[src/rtl/duty_seq_pkg.sv]
// Shared definitions for the duty-cycle sequencer: logic levels, gain format
// and the sequencer state encoding.
package duty_seq_pkg;

  localparam logic HIGH = 1'b1;
  localparam logic LOW  = 1'b0;
  localparam logic ON   = 1'b1;
  localparam logic OFF  = 1'b0;

  // Gain is unsigned Q1.7: 128 represents unity.
  localparam int GAIN_W     = 8;
  localparam int GAIN_SHIFT = 7;

  typedef enum logic [1:0] {
    ST_IDLE  = 2'd0,
    ST_PRIME = 2'd1,
    ST_LOAD  = 2'd2,
    ST_RUN   = 2'd3
  } state_t;

endpackage

[src/rtl/zDutyRam.sv]
// Duty table: synchronous write, registered read; a same-address write and
// read in one cycle returns the previous contents.
module zDutyRam #(
  parameter int pWIDTH = 10,
  parameter int pAW    = 7
) (
  input  logic              clk,
  input  logic              wr_en,
  input  logic [pAW-1:0]    wr_addr,
  input  logic [pWIDTH-1:0] wr_data,
  input  logic [pAW-1:0]    rd_addr,
  output logic [pWIDTH-1:0] rd_data
);

  logic [pWIDTH-1:0] mem [2**pAW];

  always_ff @(posedge clk) begin
    if (wr_en) mem[wr_addr] <= wr_data;
    rd_data <= mem[rd_addr];
  end

endmodule

[src/rtl/duty_seq.sv]
// Table-driven duty sequencer: plays table entries to the PWM one per period,
// scaled by a Q1.7 gain and saturated at the PWM period.
module duty_seq
  import duty_seq_pkg::*;
#(
  parameter int pWIDTH = 10,
  parameter int pAW    = 7,
  parameter int pMAX   = 210
) (
  input  logic              clk,
  input  logic              rst,
  input  logic              en,
  input  logic              end_tick,
  input  logic [pAW-1:0]    len,
  input  logic [GAIN_W-1:0] gain,
  input  logic              wr_en,
  input  logic [pAW-1:0]    wr_addr,
  input  logic [pWIDTH-1:0] wr_data,
  output logic [pWIDTH-1:0] cyc_duty,
  output logic [pAW-1:0]    index,
  output logic              wrap_tick,
  output logic              busy
);

  localparam int PW = pWIDTH + GAIN_W;
  localparam logic [PW-1:0]     MAX_P = PW'(pMAX);
  localparam logic [pWIDTH-1:0] MAX_D = pWIDTH'(pMAX);

  function automatic logic [pWIDTH-1:0] sat(input logic [PW-1:0] prod);
    logic [PW-1:0] shifted;
    shifted = prod >> GAIN_SHIFT;
    if (shifted > MAX_P) return MAX_D;
    return shifted[pWIDTH-1:0];
  endfunction

  state_t            state, state_nxt;
  logic              advance;
  logic              wrap;
  logic              load_fire;
  logic [pAW-1:0]    idx_next;
  logic [pAW-1:0]    rd_addr;
  logic [pWIDTH-1:0] rd_data;
  logic [PW-1:0]     prod_p0;
  logic              vld_p0;

  zDutyRam #(.pWIDTH(pWIDTH), .pAW(pAW)) u_ram (
    .clk     (clk),
    .wr_en   (wr_en),
    .wr_addr (wr_addr),
    .wr_data (wr_data),
    .rd_addr (rd_addr),
    .rd_data (rd_data)
  );

  always_comb begin
    state_nxt = state;
    advance   = LOW;
    case (state)
      ST_IDLE:  if (en) state_nxt = ST_PRIME;
      ST_PRIME: state_nxt = ST_LOAD;
      ST_LOAD:  state_nxt = ST_RUN;
      ST_RUN: begin
        if (end_tick) begin
          advance   = HIGH;
          state_nxt = ST_LOAD;
        end
      end
      default:  state_nxt = ST_IDLE;
    endcase
    if (!en) begin
      state_nxt = ST_IDLE;
      advance   = LOW;
    end
  end

  // A lowered len below the current index still wraps because of the >= test.
  assign wrap      = advance && (index >= len);
  assign idx_next  = wrap ? '0 : index + 1'b1;
  assign rd_addr   = advance ? idx_next : index;
  assign load_fire = (state == ST_LOAD) && en;
  assign busy      = (state != ST_IDLE);

  always_ff @(posedge clk) begin
    if (rst) begin
      state     <= ST_IDLE;
      index     <= '0;
      wrap_tick <= LOW;
      vld_p0    <= OFF;
      cyc_duty  <= '0;
    end else begin
      state     <= state_nxt;
      wrap_tick <= wrap;
      vld_p0    <= load_fire ? ON : OFF;
      if (!en) begin
        index    <= '0;
        cyc_duty <= '0;
      end else begin
        if (advance) index <= idx_next;
        if (vld_p0) cyc_duty <= sat(prod_p0);
      end
    end
  end

  // p0: table word times gain, one cycle after the registered read lands
  always_ff @(posedge clk) begin
    if (load_fire) prod_p0 <= {{GAIN_W{1'b0}}, rd_data} * {{pWIDTH{1'b0}}, gain};
  end

endmodule
[config.mk]
export PLATFORM = sky130hd
export DESIGN_NAME = duty_seq
export DESIGN_NICKNAME = d
export VERILOG_FILES = /design/src/rtl/duty_seq_pkg.sv /design/src/rtl/zDutyRam.sv /design/src/rtl/duty_seq.sv
export SDC_FILE = /design/constraint.sdc
export NUM_CORES = 2
export LEC_CHECK = 0
export CAP_MARGIN = 5
export CELL_PAD_IN_SITES_DETAIL_PLACEMENT = 1
export CELL_PAD_IN_SITES_GLOBAL_PLACEMENT = 1
export CORE_MARGIN = 5
export CORE_UTILIZATION = 35
export DETAILED_ROUTE_END_ITERATION = 6
export GPL_TIMING_DRIVEN = 0
export PLACE_DENSITY = 0.6
export SYNTH_ARGS = -nofsm -noshare
export SYNTH_HDL_FRONTEND = slang
export SYNTH_SLANG_ARGS = --single-unit
[constraint.sdc]
create_clock -name clk -period 6.4 [get_ports clk]
set_input_delay 1.28 -clock clk [delete_from_list [all_inputs] [get_ports clk]]
set_output_delay 1.28 -clock clk [all_outputs]
set_load 0.005 [all_outputs]
Yosys cells after proc, flatten, opt, wreduce, memory -nomap -nowiden
Memory sizes are Yosys's and may differ from the RTL's. A register that Yosys moved wholly into a read port is not among the register bits.
Index checks and enable logic that the tools add are counted.
{"block": "totals", "register_bits": 39, "ramBits": 1280, "inputBits": 37, "output_inout_bits": 19, "word_cells": 37, "mem_count": 1}
{"name": "u_ram.mem", "depth": 128, "width": 10, "read_ports": 1, "rd_ports_with_merged_regs": 1, "write_ports": 1, "line": "zDutyRam.sv:15", "text": "logic [pWIDTH-1:0] mem [2**pAW];"}
{"block": "op_classes", "addsub": 1, "multipliers": 1, "order_cmp": 2, "n_eq_ne": 4, "n_mux": 16, "n_bitwise": 1, "n_reduce_logical": 5}
{"op": "$mux 10", "n": 2}
{"op": "$mul 10x8->18", "n": 1}
{"op": "$mux 7", "n": 2}
{"op": "$gt 11x8->1 const B", "n": 1}
{"op": "$mux 1", "n": 10}
{"op": "$pmux 2 s4", "n": 1}
{"op": "$add 7x1->7 const B", "n": 1}
{"op": "$ge 7x7->1", "n": 1}
{"op": "$eq 2x2->1 const B", "n": 2}
{"op": "$eq 2x1->1 const B", "n": 1}
{"op": "$logic_and 1x1->1", "n": 2}
{"op": "$logic_not 2->1", "n": 1}
{"op": "$mux 2", "n": 1}
{"op": "$ne 2x2->1 const B", "n": 1}
{"op": "$reduce_bool 2->1", "n": 1}
{"op": "$reduce_or 2->1", "n": 1}
{"op": "$not 1->1", "n": 1}

Depth between registers and ports, before layout
{"block": "depth", "depth_word": 6, "ltp_mapped": 20, "depth_no_buf": 20}

Hierarchy
A second synthesis with hierarchy kept.
{"block": "unflattened", "cells_unflattened": 2403, "hier_area_um2": 53228.6}
{"mod": "zDutyRam", "instances": 1, "cells_per_inst": 1998, "area_each_um2": 49354.8, "seq_area_each_um2": 38637.1}
{"mod": "duty_seq", "instances": 1, "cells_per_inst": 405, "area_each_um2": 3873.7, "seq_area_each_um2": 750.7}

Worst setup path before layout
Ideal clock, no wire load.
{"block": "synth_path", "path_type": "input to register", "from": "input gain[2]", "to": "register prod_p0[16], data pin", "setup_time_ps": 262, "arrival_time_ps": 5074, "path_slack_ps": 1063, "cell_stages": 16, "path_cell_list": "and2_1 > fa_1 > fa_1 > fa_1 > inv_1 > fa_1 > inv_1 > ha_1 > and3_1 > a21oi_1 > o21ai_0 > o211a_1 > o21a_1 > o21ai_0 > a21oi_1 > xor2_1"}
{"block": "synth_between", "elab_chain_cells": 1}
{"item": "start: declaration", "line": "duty_seq.sv:15", "text": "input logic [GAIN_W-1:0] gain,"}
{"item": "$mul 10x8->18", "line": "duty_seq.sv:106", "text": "if (load_fire) prod_p0 <= {{GAIN_W{1'b0}}, rd_data} * {{pWIDTH{1'b0}}, gain};"}
{"item": "end signal: assignment", "line": "duty_seq.sv:106"}
{"item": "end: declaration", "line": "duty_seq.sv:43", "text": "logic [PW-1:0] prod_p0;"}
Every way passes these cells.
A chain may end at the register's enable or synchronous reset.

Worst setup path after layout
{"block": "layout_path", "from": "input len[2]", "to": "register u_ram.rd_data[1] (read register of u_ram.mem)"}
{"block": "layout_between", "elab_chain_cells": 4}
{"item": "start: declaration", "line": "duty_seq.sv:14", "text": "input logic [pAW-1:0] len,"}
{"item": "$ge 7x7->1", "line": "duty_seq.sv:77", "text": "assign wrap = advance && (index >= len);"}
{"item": "$logic_and 1x1->1", "line": "duty_seq.sv:77"}
{"item": "$mux 7", "line": "duty_seq.sv:78", "text": "assign idx_next = wrap ? '0 : index + 1'b1;"}
{"item": "$mux 7"}
{"item": "end: declaration", "line": "zDutyRam.sv:12", "text": "output logic [pWIDTH-1:0] rd_data"}
Every way passes these cells.

==> parameters.txt <==
Parameter                              Value

Logic synthesis
  Area leader, netlist    sky130_fd_sc_hd__edfxtp_1
  Post-synth cell types    72
  Synthesized-area fraction occupied by and/or/nand/nor cells    13.6%
  Total standard cell area after synthesis    0.0560 sq mm
  Area fraction in compound gates after synthesis    5.82%
  Area share of fa/ha/maj cells after synthesis    2.64%
  Number of nets produced by synthesis    4229
  Main area contributors after synthesis    sky130_fd_sc_hd__edfxtp_1 (69%), sky130_fd_sc_hd__nand2_1 (5.7%), sky130_fd_sc_hd__nand3_1 (3.9%)
  Count of state elements after synthesis    1322
  Multiplexer area fraction after synthesis    4.68%
  Synth Warn #    0
  Synthesized instance count    4102
  EDFF count, synth    1291
  Most used flip-flop cell after synthesis    sky130_fd_sc_hd__edfxtp_1
  Top cell type's share of synthesized area    69.3%
  Combinational family with the most area after synthesis    simple AND/OR/NAND/NOR gates
  Share of the synthesized netlist area taken by xor and xnor gates    0.172%
  Post-synthesis async set-or-reset flop share    0%
  Average footprint of a synthesized cell    13.6 sq um
  Sequential-to-total area share from yosys stat    70.4%

GRT
  Pin count of the biggest net entering global routing    93
  Number of antenna violations at the first check in global routing    15
  First-pass GRT wire length    278000 um
  Sum of overflow across all layers after global routing    0
  GRT Overall Usage    23.2%
  Number of global-route vias before repair    37200

Power
  Static power due to leakage    21.7 nW
  Total power per unit cell area    286 mW/mm^2
  Cell-internal power    14.3 mW
  Pwr Total    18.3 mW
  Combinational cell fraction of total power    3.5%
  Net Sw Frac    22.1%
  Switching component of the power    4.04 mW
  Clock share of power    44.4%
  Worst supply voltage drop on vdd    0.000277 V
  Share of total power in sequential cells    52.2%

Placement
  RD Place Congestion    0.929
  Number of buffers inserted by port buffering    51
  Worst Setup Slack post-DPL    -0.601 ns
  Total placed instance area    0.0595 sq mm
  HPWL after detailed placement    135000 um

Worst setup path
  Buffers & Inverters on Critical Path    4
  Critical Path End Type    flop
  Top fanout value on the critical path    10
  Crit-path max cell delay    0.69 ns
  Critical path required time    7.00 ns
  Cell type with the highest occurrence count on the critical path    sky130_fd_sc_hd__clkbuf_1
  Worst reg2reg path depth    13
  Cell family with the largest share of critical-path delay    compound AO/OA/AOI/OAI gates
  Slowest cell on the critical path    sky130_fd_sc_hd__a211oi_2
  Ordered list of cells on the worst path    clkdlybuf4s50_1, inv_1, ha_1, a21o_1, a31oi_1, o21ai_2, a211oi_2, and3_1, clkbuf_1, clkbuf_1, a22oi_1, a21oi_1, o31ai_1, a32oi_1
  Arrival @ worst endpoint    7.04 ns
  Worst setup path category    in -> reg
  Type of element launching the critical path    primary input
  Number of gates on the worst path with buffers counted    14

Routing
  Wire length after detailed routing    197000 um
  Post-DRT Antenna Nets    0
  Vias per cell    5.63
  Wire length per cell    30.3 um
  Via count    36600
  Final routed DRC violation total    0
  Detailed router's first-iteration violation count    4408
  Pre-antenna DRT Iters    6

Run status
  Run status    finished, violations left
  Failing checks    max-capacitance violations, negative setup slack

Timing
  Total setup violations reported at the end of the flow    1
  Relative slew margins    2.06%
  Worst setup skew after layout    0.0702 ns
  Period Utilization, post-route    101%
  Peak clock frequency supported by timing    0.155 GHz
  Post-Route Setup TNS    -0.0378 ns
  Post-route minimum period    6.44 ns
  Post-layout worst setup margin    -0.0378 ns
  Hold violation count in the final report    0
  Transition time of the tightest slew-check pin    1.43 ns
  Smallest hold slack    0.474 ns
  Total count of max-transition violations in the final report    0

Finish
  Area of all sequential standard cells    0.0394 sq mm
  Share of layout cells above drive strength 1    10.8%
  Area of the multi-input gates    0.0151 sq mm
  Count of filler cells inserted in the layout    16300
  Commonest non-fill, non-tap cell in the layout    sky130_fd_sc_hd__edfxtp_1
  Finished Cell Area    0.0640 sq mm
  Relative area change from synthesis to final layout    14.4%
  Top library cells by usage in the layout, fill and taps aside    sky130_fd_sc_hd__edfxtp_1 (1291), sky130_fd_sc_hd__nand2_1 (849), sky130_fd_sc_hd__nand3_1 (434), sky130_fd_sc_hd__nor2_1 (209), sky130_fd_sc_hd__clkbuf_16 (148)
  Number of nets in the finished design    4446

Clock tree
  Clock transition at the registers of the reported paths    0.06 ns
  Cell at the root of the clock tree    sky130_fd_sc_hd__clkbuf_16
  Number of H-tree levels    4
  Maximum root-to-sink buffer count    3
  Post-cts gate resize count    0
  Post-CTS setup buffer count    0
  CTS tree    done
  Hold-fix buffers, CTS    0
  Worst skew pair latency    0.81 ns
  Clock buffer count from CTS    147
  CTS Sinks    1322

Floorplanning
  Number of I/O pins    56
  Initial standard-cell utilization of the core    35.3%
  Die Ht    410 um
  Core outline area    0.159 sq mm
  Total Die Area    0.168 sq mm
  Placement row count    146
  Floorplan die width    410 um

Min path
  Number of cells traversed by the worst hold path    1
  Kind of path behind the tightest hold check    reg -> reg

Job
  Number of max-cap violations    1
-- state kept, by name, summed over array words and instances (netlist names) --
| signal | cells |
|---|---|
| cyc_duty | 10 |
| state | 2 |
| index | 7 |
| wrap_tick | 1 |
| u_ram.rd_data | 10 |
| u_ram.mem | 1280 |
| prod_p0 | 11 |
| vld_p0 | 1 |
-- metrics by stage --
step	instances	utilization, %
after detailed placement	6242	37.5
final	6510	40.3
after global routing	6505	40.3
after CTS	6505	40.3
after floorplan	4102	-
after global placement	6225	37.2
-- routing by layer --
| metal | share of wire (%) | global-route usage [%] | routed length, um |
|---|---|---|---|
| met5 | 0.014 | 0 | 28 |
| met4 | 4.3 | 9.14 | 8510 |
| met3 | 7.7 | 4.89 | 15200 |
| met2 | 46 | 37.0 | 91800 |
| met1 | 41 | 31.1 | 81900 |
-- power by group through the flow --
| stage | Combinational [mW] | Sequential (mW) | Clock (mW) |
|---|---|---|---|
| final | 0.635 | 9.56 | 8.13 |
| after global routing | 0.705 | 9.56 | 8.64 |
| after CTS | 0.648 | 9.56 | 8.24 |
| after detailed placement | 0.645 | 9.74 | 0 |
| after global placement | 0.609 | 9.80 | 0 |
| after floorplan | 0.305 | 9.74 | 0 |
-- synthesized netlist by cell type (62+ instances only) --
cell type                  instances
sky130_fd_sc_hd__a21oi_1         126
sky130_fd_sc_hd__and2_1           71
sky130_fd_sc_hd__nand2_1         849
sky130_fd_sc_hd__edfxtp_1       1291
sky130_fd_sc_hd__mux2i_1          95
sky130_fd_sc_hd__clkbuf_1         80
sky130_fd_sc_hd__nand3_1         434
sky130_fd_sc_hd__mux4_2           74
sky130_fd_sc_hd__nor2_1          209
sky130_fd_sc_hd__buf_2           112
sky130_fd_sc_hd__inv_1            74
sky130_fd_sc_hd__o21ai_0          62
-- cells by family (layout without fill, tap and decap cells) --
logic type      Yosys count  after routing
xor+xnor                 11             11
fa+ha+maj                90             90
buf+inv                 321            652
flops                  1322           1322
other cells               0              5
simple gates           1715           1715
compound gates          474            474
mux                     169            169
-- final timing paths --
kind | start | end | slack [ns]
worst max-delay path | len[2] | u_ram.rd_data[1] | -0.04
worst min-delay path | cyc_duty[8] | cyc_duty[8] | 0.47
worst max register to register | index[0] | u_ram.rd_data[1] | 0.44
worst min register to register | cyc_duty[8] | cyc_duty[8] | 0.47
-- cell type report --
type / count / share of cell area (%)
buffer: 247 / 1.98
clock buffer: 182 / 6.00
multi-input combinational: 2459 / 23.6
clock inverter: 81 / 1.07
antenna: 5 / 0.0195
inverter: 74 / 0.434
timing repair buffer: 68 / 1.34
sequential: 1322 / 61.5
tap: 2072 / 4.05
Note: power is estimated with default switching activity, not from simulation.
